--- src/rtl/bcd_disp_pkg.sv ---
// Shared definitions for the BCD display controller: FSM states, frame geometry
// and the packing of decimal digits into the display's 32-bit frame word.
package bcd_disp_pkg;

    typedef enum logic [2:0] {
        ST_IDLE  = 3'd0,
        ST_LOAD  = 3'd1,
        ST_SHIFT = 3'd2,
        ST_HOLD  = 3'd3,
        ST_DONE  = 3'd4
    } state_t;

    localparam int unsigned WORD_BITS = 32;
    localparam int unsigned BIT_CNT_W = $clog2(WORD_BITS);
    localparam int unsigned DIV_W     = 8;
    localparam int unsigned VALUE_W   = 8;

    // The display interprets a frame of all-zero digits as "blank" only via this code.
    localparam logic [WORD_BITS-1:0] BLANK_WORD = 32'h0000_0001;

    function automatic logic [WORD_BITS-1:0] pack_digits(
        input logic [3:0] hundreds,
        input logic [3:0] tens,
        input logic [3:0] ones
    );
        return {12'b0, hundreds, 4'b0, tens, 4'b0, ones};
    endfunction

endpackage

--- src/rtl/bcd_display_ctrl_bcd.sv ---
// Combinational 8-bit binary to three-digit BCD converter (shift-and-add-3).
module bcd_display_ctrl_bcd
    import bcd_disp_pkg::*;
(
    input  logic [VALUE_W-1:0] value,
    output logic [3:0]         hundreds,
    output logic [3:0]         tens,
    output logic [3:0]         ones
);

    // acc[19:8] holds the BCD digits, acc[7:0] the binary bits still to shift in.
    logic [19:0] acc;

    always_comb begin
        acc = {12'b0, value};
        for (int unsigned i = 0; i < VALUE_W; i++) begin
            if (acc[11:8] >= 4'd5) begin
                acc[11:8] = acc[11:8] + 4'd3;
            end
            if (acc[15:12] >= 4'd5) begin
                acc[15:12] = acc[15:12] + 4'd3;
            end
            acc = acc << 1;
        end
    end

    assign hundreds = acc[19:16];
    assign tens     = acc[15:12];
    assign ones     = acc[11:8];

endmodule

--- src/rtl/bcd_display_ctrl.sv ---
// Two-requester arbiter feeding a mode-0 SPI transmitter that sends each accepted
// binary value to the display as a 32-bit BCD frame.
module bcd_display_ctrl
    import bcd_disp_pkg::*;
#(
    parameter int unsigned CLK_DIV = 4
) (
    input  logic               clk,
    input  logic               rst,
    input  logic [1:0]         req_valid,
    input  logic [VALUE_W-1:0] req_value0,
    input  logic [VALUE_W-1:0] req_value1,
    output logic [1:0]         req_ready,
    output logic               spi_cs_n,
    output logic               spi_sclk,
    output logic               spi_mosi,
    output logic               busy,
    output logic               done,
    output logic               done_src
);

    localparam logic [DIV_W-1:0]     DIV_LAST = DIV_W'(CLK_DIV - 1);
    localparam logic [BIT_CNT_W-1:0] BIT_LAST = BIT_CNT_W'(WORD_BITS - 1);

    state_t               state;
    logic                 last_grant;
    logic [VALUE_W-1:0]   value_q;
    logic                 src_q;
    logic [WORD_BITS-1:0] shreg;
    logic [DIV_W-1:0]     div_cnt;
    logic [BIT_CNT_W-1:0] bit_cnt;

    logic                 grant_idx;
    logic                 xfer;
    logic [3:0]           hundreds;
    logic [3:0]           tens;
    logic [3:0]           ones;
    logic [WORD_BITS-1:0] bcd_word;

    bcd_display_ctrl_bcd u_bcd (
        .value    (value_q),
        .hundreds (hundreds),
        .tens     (tens),
        .ones     (ones)
    );

    assign bcd_word = (value_q == '0) ? BLANK_WORD : pack_digits(hundreds, tens, ones);

    // Ties go to the requester that did not win the previous transfer.
    always_comb begin
        req_ready = '0;
        grant_idx = 1'b0;
        if (state == ST_IDLE) begin
            case (req_valid)
                2'b01: begin
                    req_ready = 2'b01;
                    grant_idx = 1'b0;
                end
                2'b10: begin
                    req_ready = 2'b10;
                    grant_idx = 1'b1;
                end
                2'b11: begin
                    grant_idx = ~last_grant;
                    req_ready = last_grant ? 2'b01 : 2'b10;
                end
                default: begin
                    req_ready = '0;
                    grant_idx = 1'b0;
                end
            endcase
        end
    end

    assign xfer = |(req_valid & req_ready);

    always_ff @(posedge clk) begin
        if (rst) begin
            state      <= ST_IDLE;
            last_grant <= 1'b1;
            value_q    <= '0;
            src_q      <= 1'b0;
            shreg      <= '0;
            div_cnt    <= '0;
            bit_cnt    <= '0;
            spi_cs_n   <= 1'b1;
            spi_sclk   <= 1'b0;
            spi_mosi   <= 1'b0;
            busy       <= 1'b0;
            done       <= 1'b0;
            done_src   <= 1'b0;
        end else begin
            done <= 1'b0;
            case (state)
                ST_IDLE: begin
                    if (xfer) begin
                        value_q    <= grant_idx ? req_value1 : req_value0;
                        src_q      <= grant_idx;
                        last_grant <= grant_idx;
                        spi_cs_n   <= 1'b0;
                        busy       <= 1'b1;
                        state      <= ST_LOAD;
                    end
                end
                ST_LOAD: begin
                    shreg    <= bcd_word;
                    spi_mosi <= bcd_word[WORD_BITS-1];
                    spi_sclk <= 1'b0;
                    div_cnt  <= '0;
                    bit_cnt  <= '0;
                    state    <= ST_SHIFT;
                end
                ST_SHIFT: begin
                    if (div_cnt == DIV_LAST) begin
                        div_cnt <= '0;
                        if (!spi_sclk) begin
                            spi_sclk <= 1'b1;
                        end else begin
                            // Falling edge: advance to the next bit so it is stable before the next rise.
                            spi_sclk <= 1'b0;
                            shreg    <= shreg << 1;
                            if (bit_cnt == BIT_LAST) begin
                                spi_mosi <= 1'b0;
                                state    <= ST_HOLD;
                            end else begin
                                spi_mosi <= shreg[WORD_BITS-2];
                                bit_cnt  <= bit_cnt + 1'b1;
                            end
                        end
                    end else begin
                        div_cnt <= div_cnt + 1'b1;
                    end
                end
                ST_HOLD: begin
                    if (div_cnt == DIV_LAST) begin
                        div_cnt  <= '0;
                        spi_cs_n <= 1'b1;
                        done     <= 1'b1;
                        done_src <= src_q;
                        state    <= ST_DONE;
                    end else begin
                        div_cnt <= div_cnt + 1'b1;
                    end
                end
                ST_DONE: begin
                    busy  <= 1'b0;
                    state <= ST_IDLE;
                end
                default: begin
                    spi_cs_n <= 1'b1;
                    spi_sclk <= 1'b0;
                    busy     <= 1'b0;
                    state    <= ST_IDLE;
                end
            endcase
        end
    end

endmodule
--- config.mk ---
export PLATFORM = sky130hd
export DESIGN_NAME = bcd_display_ctrl
export DESIGN_NICKNAME = d
export VERILOG_FILES = /design/src/rtl/bcd_disp_pkg.sv /design/src/rtl/bcd_display_ctrl_bcd.sv /design/src/rtl/bcd_display_ctrl.sv
export SDC_FILE = /design/constraint.sdc
export NUM_CORES = 1
export LEC_CHECK = 0
export ABC_AREA = 1
export BUFFER_PORTS_ARGS = -buffer_cell sky130_fd_sc_hd__buf_2
export CAP_MARGIN = 5
export CORE_ASPECT_RATIO = 1.4
export CORE_MARGIN = 3
export CORE_UTILIZATION = 24
export CTS_BUF_LIST = sky130_fd_sc_hd__clkbuf_4 sky130_fd_sc_hd__clkbuf_8 sky130_fd_sc_hd__clkbuf_16
export CTS_CLUSTER_SIZE = 24
export DETAILED_ROUTE_END_ITERATION = 6
export PLACE_DENSITY = 0.45
export SLEW_MARGIN = 25
export SYNTH_ARGS = -nofsm -noshare
export SYNTH_HDL_FRONTEND = slang
export SYNTH_SLANG_ARGS = --single-unit
--- constraint.sdc ---
create_clock -name clk -period 5.1 [get_ports clk]
set_input_delay 1.02 -clock clk [delete_from_list [all_inputs] [get_ports clk]]
set_output_delay 1.02 -clock clk [all_outputs]
set_load 0.01 [all_outputs]
==> flow_summary.toml <==
[sta]
period_share_pct = 83.0
relSlewSlack_pct = 42.7
skew_ps = 7.70
hold_viol = 0
rsz0062_at_grt = "no"
final_max_slew_viol_count = 0
fmax_ghz = 0.236
finalSetupViolations = 0
tns_ps = 0
period_minus_slack_ps = 4230
worst_pin_slew_ps = 858

[cells_and_area]
nFillCells = 1489
final_nets = 541
regArea_mm2 = 0.00126
stdcell_count = 696
multiInputGateArea_mm2 = 0.00182
layout-drive-gt1-share_pct = 13.0
insertedDiodeCount = 0
syn_to_final_growth_pct = 19.1

[cts]
root_buffer = "clkbuf_16"
clk_pin_slew_ps = 50
h-tree-depth = 3
cts_tree = "yes"
clockBufferDepth = 2
postCtsHoldBufs = 0
clock_latency_ps = 330
clock-sinks = 63
cts_setup_buffers = 0
numCtsBuffers = 9
cts_resized = 0

[drt]
first_iter_violations = 143
wl_mm = 7.97
wl_per_cell_um = 11.4
drc = 0
vias = 3223
vias_per_cell = 4.63
first_pass_iters = 4
ant_nets = 0

[pwr]
peakVddDrop_mv = 0.270
power.density_mw_per_mm2 = 732
p_leak_nw = 1.74

[setup_path]
critPathMaxStageDelay_ps = 400
crit_path_start_kind = "flop"
crit_fanout = 5
slowest_stage = "dfxtp_1"
cp_common_cell = "nand2_1"
cp.required_ps = 5360
r2r_slack_ps = 870
critPathArrivalTime_ps = 4490
endpoint_kind = "flop"
critPathKind = "reg2reg"

[grt]
first_global_vias = 3132
grt_max_degree = 42
grt_pass1_wl_mm = 13.9
overflow = 0
globalRouteTotalUtil_pct = 10.8
antenna_found_initial = 0

[placement]
port-buffer-count = 27
dpl.hpwl_mm = 5.64
gp_congestion = 0.784
dp_cells = 680

[status]
status = "complete, no violations"

[logic_synthesis]
syn_area_per_cell_um2 = 6.92
synthSimpleGateAreaFrac_pct = 31.3
synthMuxAreaShare_pct = 0
synth_enable_flop_cells = 0
synth_top_area_share_pct = 37.4
ys_ff_latch = 63
synth.area.top_cells = "dfxtp_1, nand2_1, nand3_1, a21oi_1, inv_1"
yosysWarnings = 0
synth_fa_ha_area_share_pct = 4.45
synth_compound_area_share_pct = 17.9
ys_async_sr_fraction_pct = 0
yosysSeqAreaShare_pct = 37.4
synth-main-ff-cell = "dfxtp_1"
synth-xor-area-share_pct = 0.260
synth_top_family_by_area = "simple AND/OR/NAND/NOR gates"
ys_types = 33
syn_area_mm2 = 0.00337
synth.largest_area_cell = "dfxtp_1"
synth_nets = 519
netlist_instances = 487

[flow_run]
drv_cap = 0

[die]
ioPinCount = 28
die_x_um = 106
rows = 50
initial_core_util_pct = 24.8
core-area_mm2 = 0.0136
die-area_mm2 = 0.0155
fp.dieH_um = 146

[hold_path]
worstHoldPathType = "reg2reg"
## state kept, by name (all words and copies together), names as in the netlist, 3 cells and up
signal   count
state        3
value_q      8
bit_cnt      5
div_cnt      8
shreg       31
## per-layer routing
layer  part of all wire [%]  track usage, %  vias up  wire length [um]
met5                      0               0        -                 0
met4                    2.5            5.90        0               199
met3                    2.1            1.90       14               168
met2                     52            19.7       30              4120
met1                     44            11.7     1497              3470
li1                       -               -     1682                 -
## kinds of logic (layout without fill, tap and decap cells)
logic type | count (synthesis) | count (layout)
XOR/XNOR | 1 | 1
flip-flops | 63 | 63
AO/OA/AOI/OAI | 105 | 105
buffers and inverters | 78 | 105
adder cells (fa/ha/maj) | 12 | 12
AND/OR/NAND/NOR | 228 | 228
## worst max-delay path, delay by kind of cell (launching register included)
family | cells | cell delay (ps)
adder cells (fa/ha/maj) | 5 | 960
flip-flops | 1 | 400
AND/OR/NAND/NOR | 18 | 1910
buffers and inverters | 6 | 450
AO/OA/AOI/OAI | 2 | 420
## layout make-up
class | count | share of cell area, %
multi-input combinational | 346 | 45.3
sequential | 63 | 31.4
clock buffer | 13 | 6.67
tap | 182 | 5.67
inverter | 60 | 5.61
timing repair buffer | 29 | 3.74
clock inverter | 3 | 1.62
## stage by stage
stage / cell area [um^2] / setup WS [ps] / power [mW] / utilization [%] / hold slack, ps
global route: 4010 / 307 / 3.25 / 29.6 / 480
global placement: 3680 / 1110 / 2.24 / 27.1 / 453
CTS: 4010 / 843 / 2.97 / 29.6 / 462
floorplan: 3370 / 1360 / 1.95 / - / 441
finish: 4010 / 869 / 2.94 / 29.6 / 460
detailed placement: 3680 / 856 / 2.28 / 27.1 / 454
## synthesized netlist by cell type, types with 3 or more instances
cell,count
a21oi_1,55
nand3_1,61
nor4_1,3
a221oi_1,3
nand2_2,10
inv_2,3
inv_1,55
nand2_1,107
ha_1,12
dfxtp_1,63
nand3b_1,4
nor3_1,7
o21ai_1,4
nor2_1,20
o211ai_1,11
nand3_2,6
o21ai_0,22
nand4_1,6
clkbuf_1,17
## power breakdown
part / internal (mW) / leakage (nW) / switching, mW
clock: 0.464 / 0.167 / 0.214
combinational: 0.539 / 1.06 / 1.06
sequential: 0.581 / 0.513 / 0.0733
## worst paths after layout
kind	cells after the start	startpoint	to
worst max-delay path	31	value_q[6]	shreg[9]
worst min-delay path	2	spi_mosi	spi_mosi
worst max register to register	31	value_q[6]	shreg[9]
worst min register to register	2	spi_mosi	spi_mosi
## cell usage in the layout (no fill, tap or decap), drive strengths merged, types with 2 or more instances in the layout
master,instances
nor3b,2
o211ai,11
ha,12
nand2,117
bufinv,2
nor2,20
nand3b,4
a21oi,55
dfxtp,63
buf,29
inv,58
clkinv,3
nor4,3
a221oi,3
a211oi,2
o21ai,27
nand3,67
nor3,7
nand4,6
clkbuf,13
a311oi,2
(Power assumes the default switching activity.)
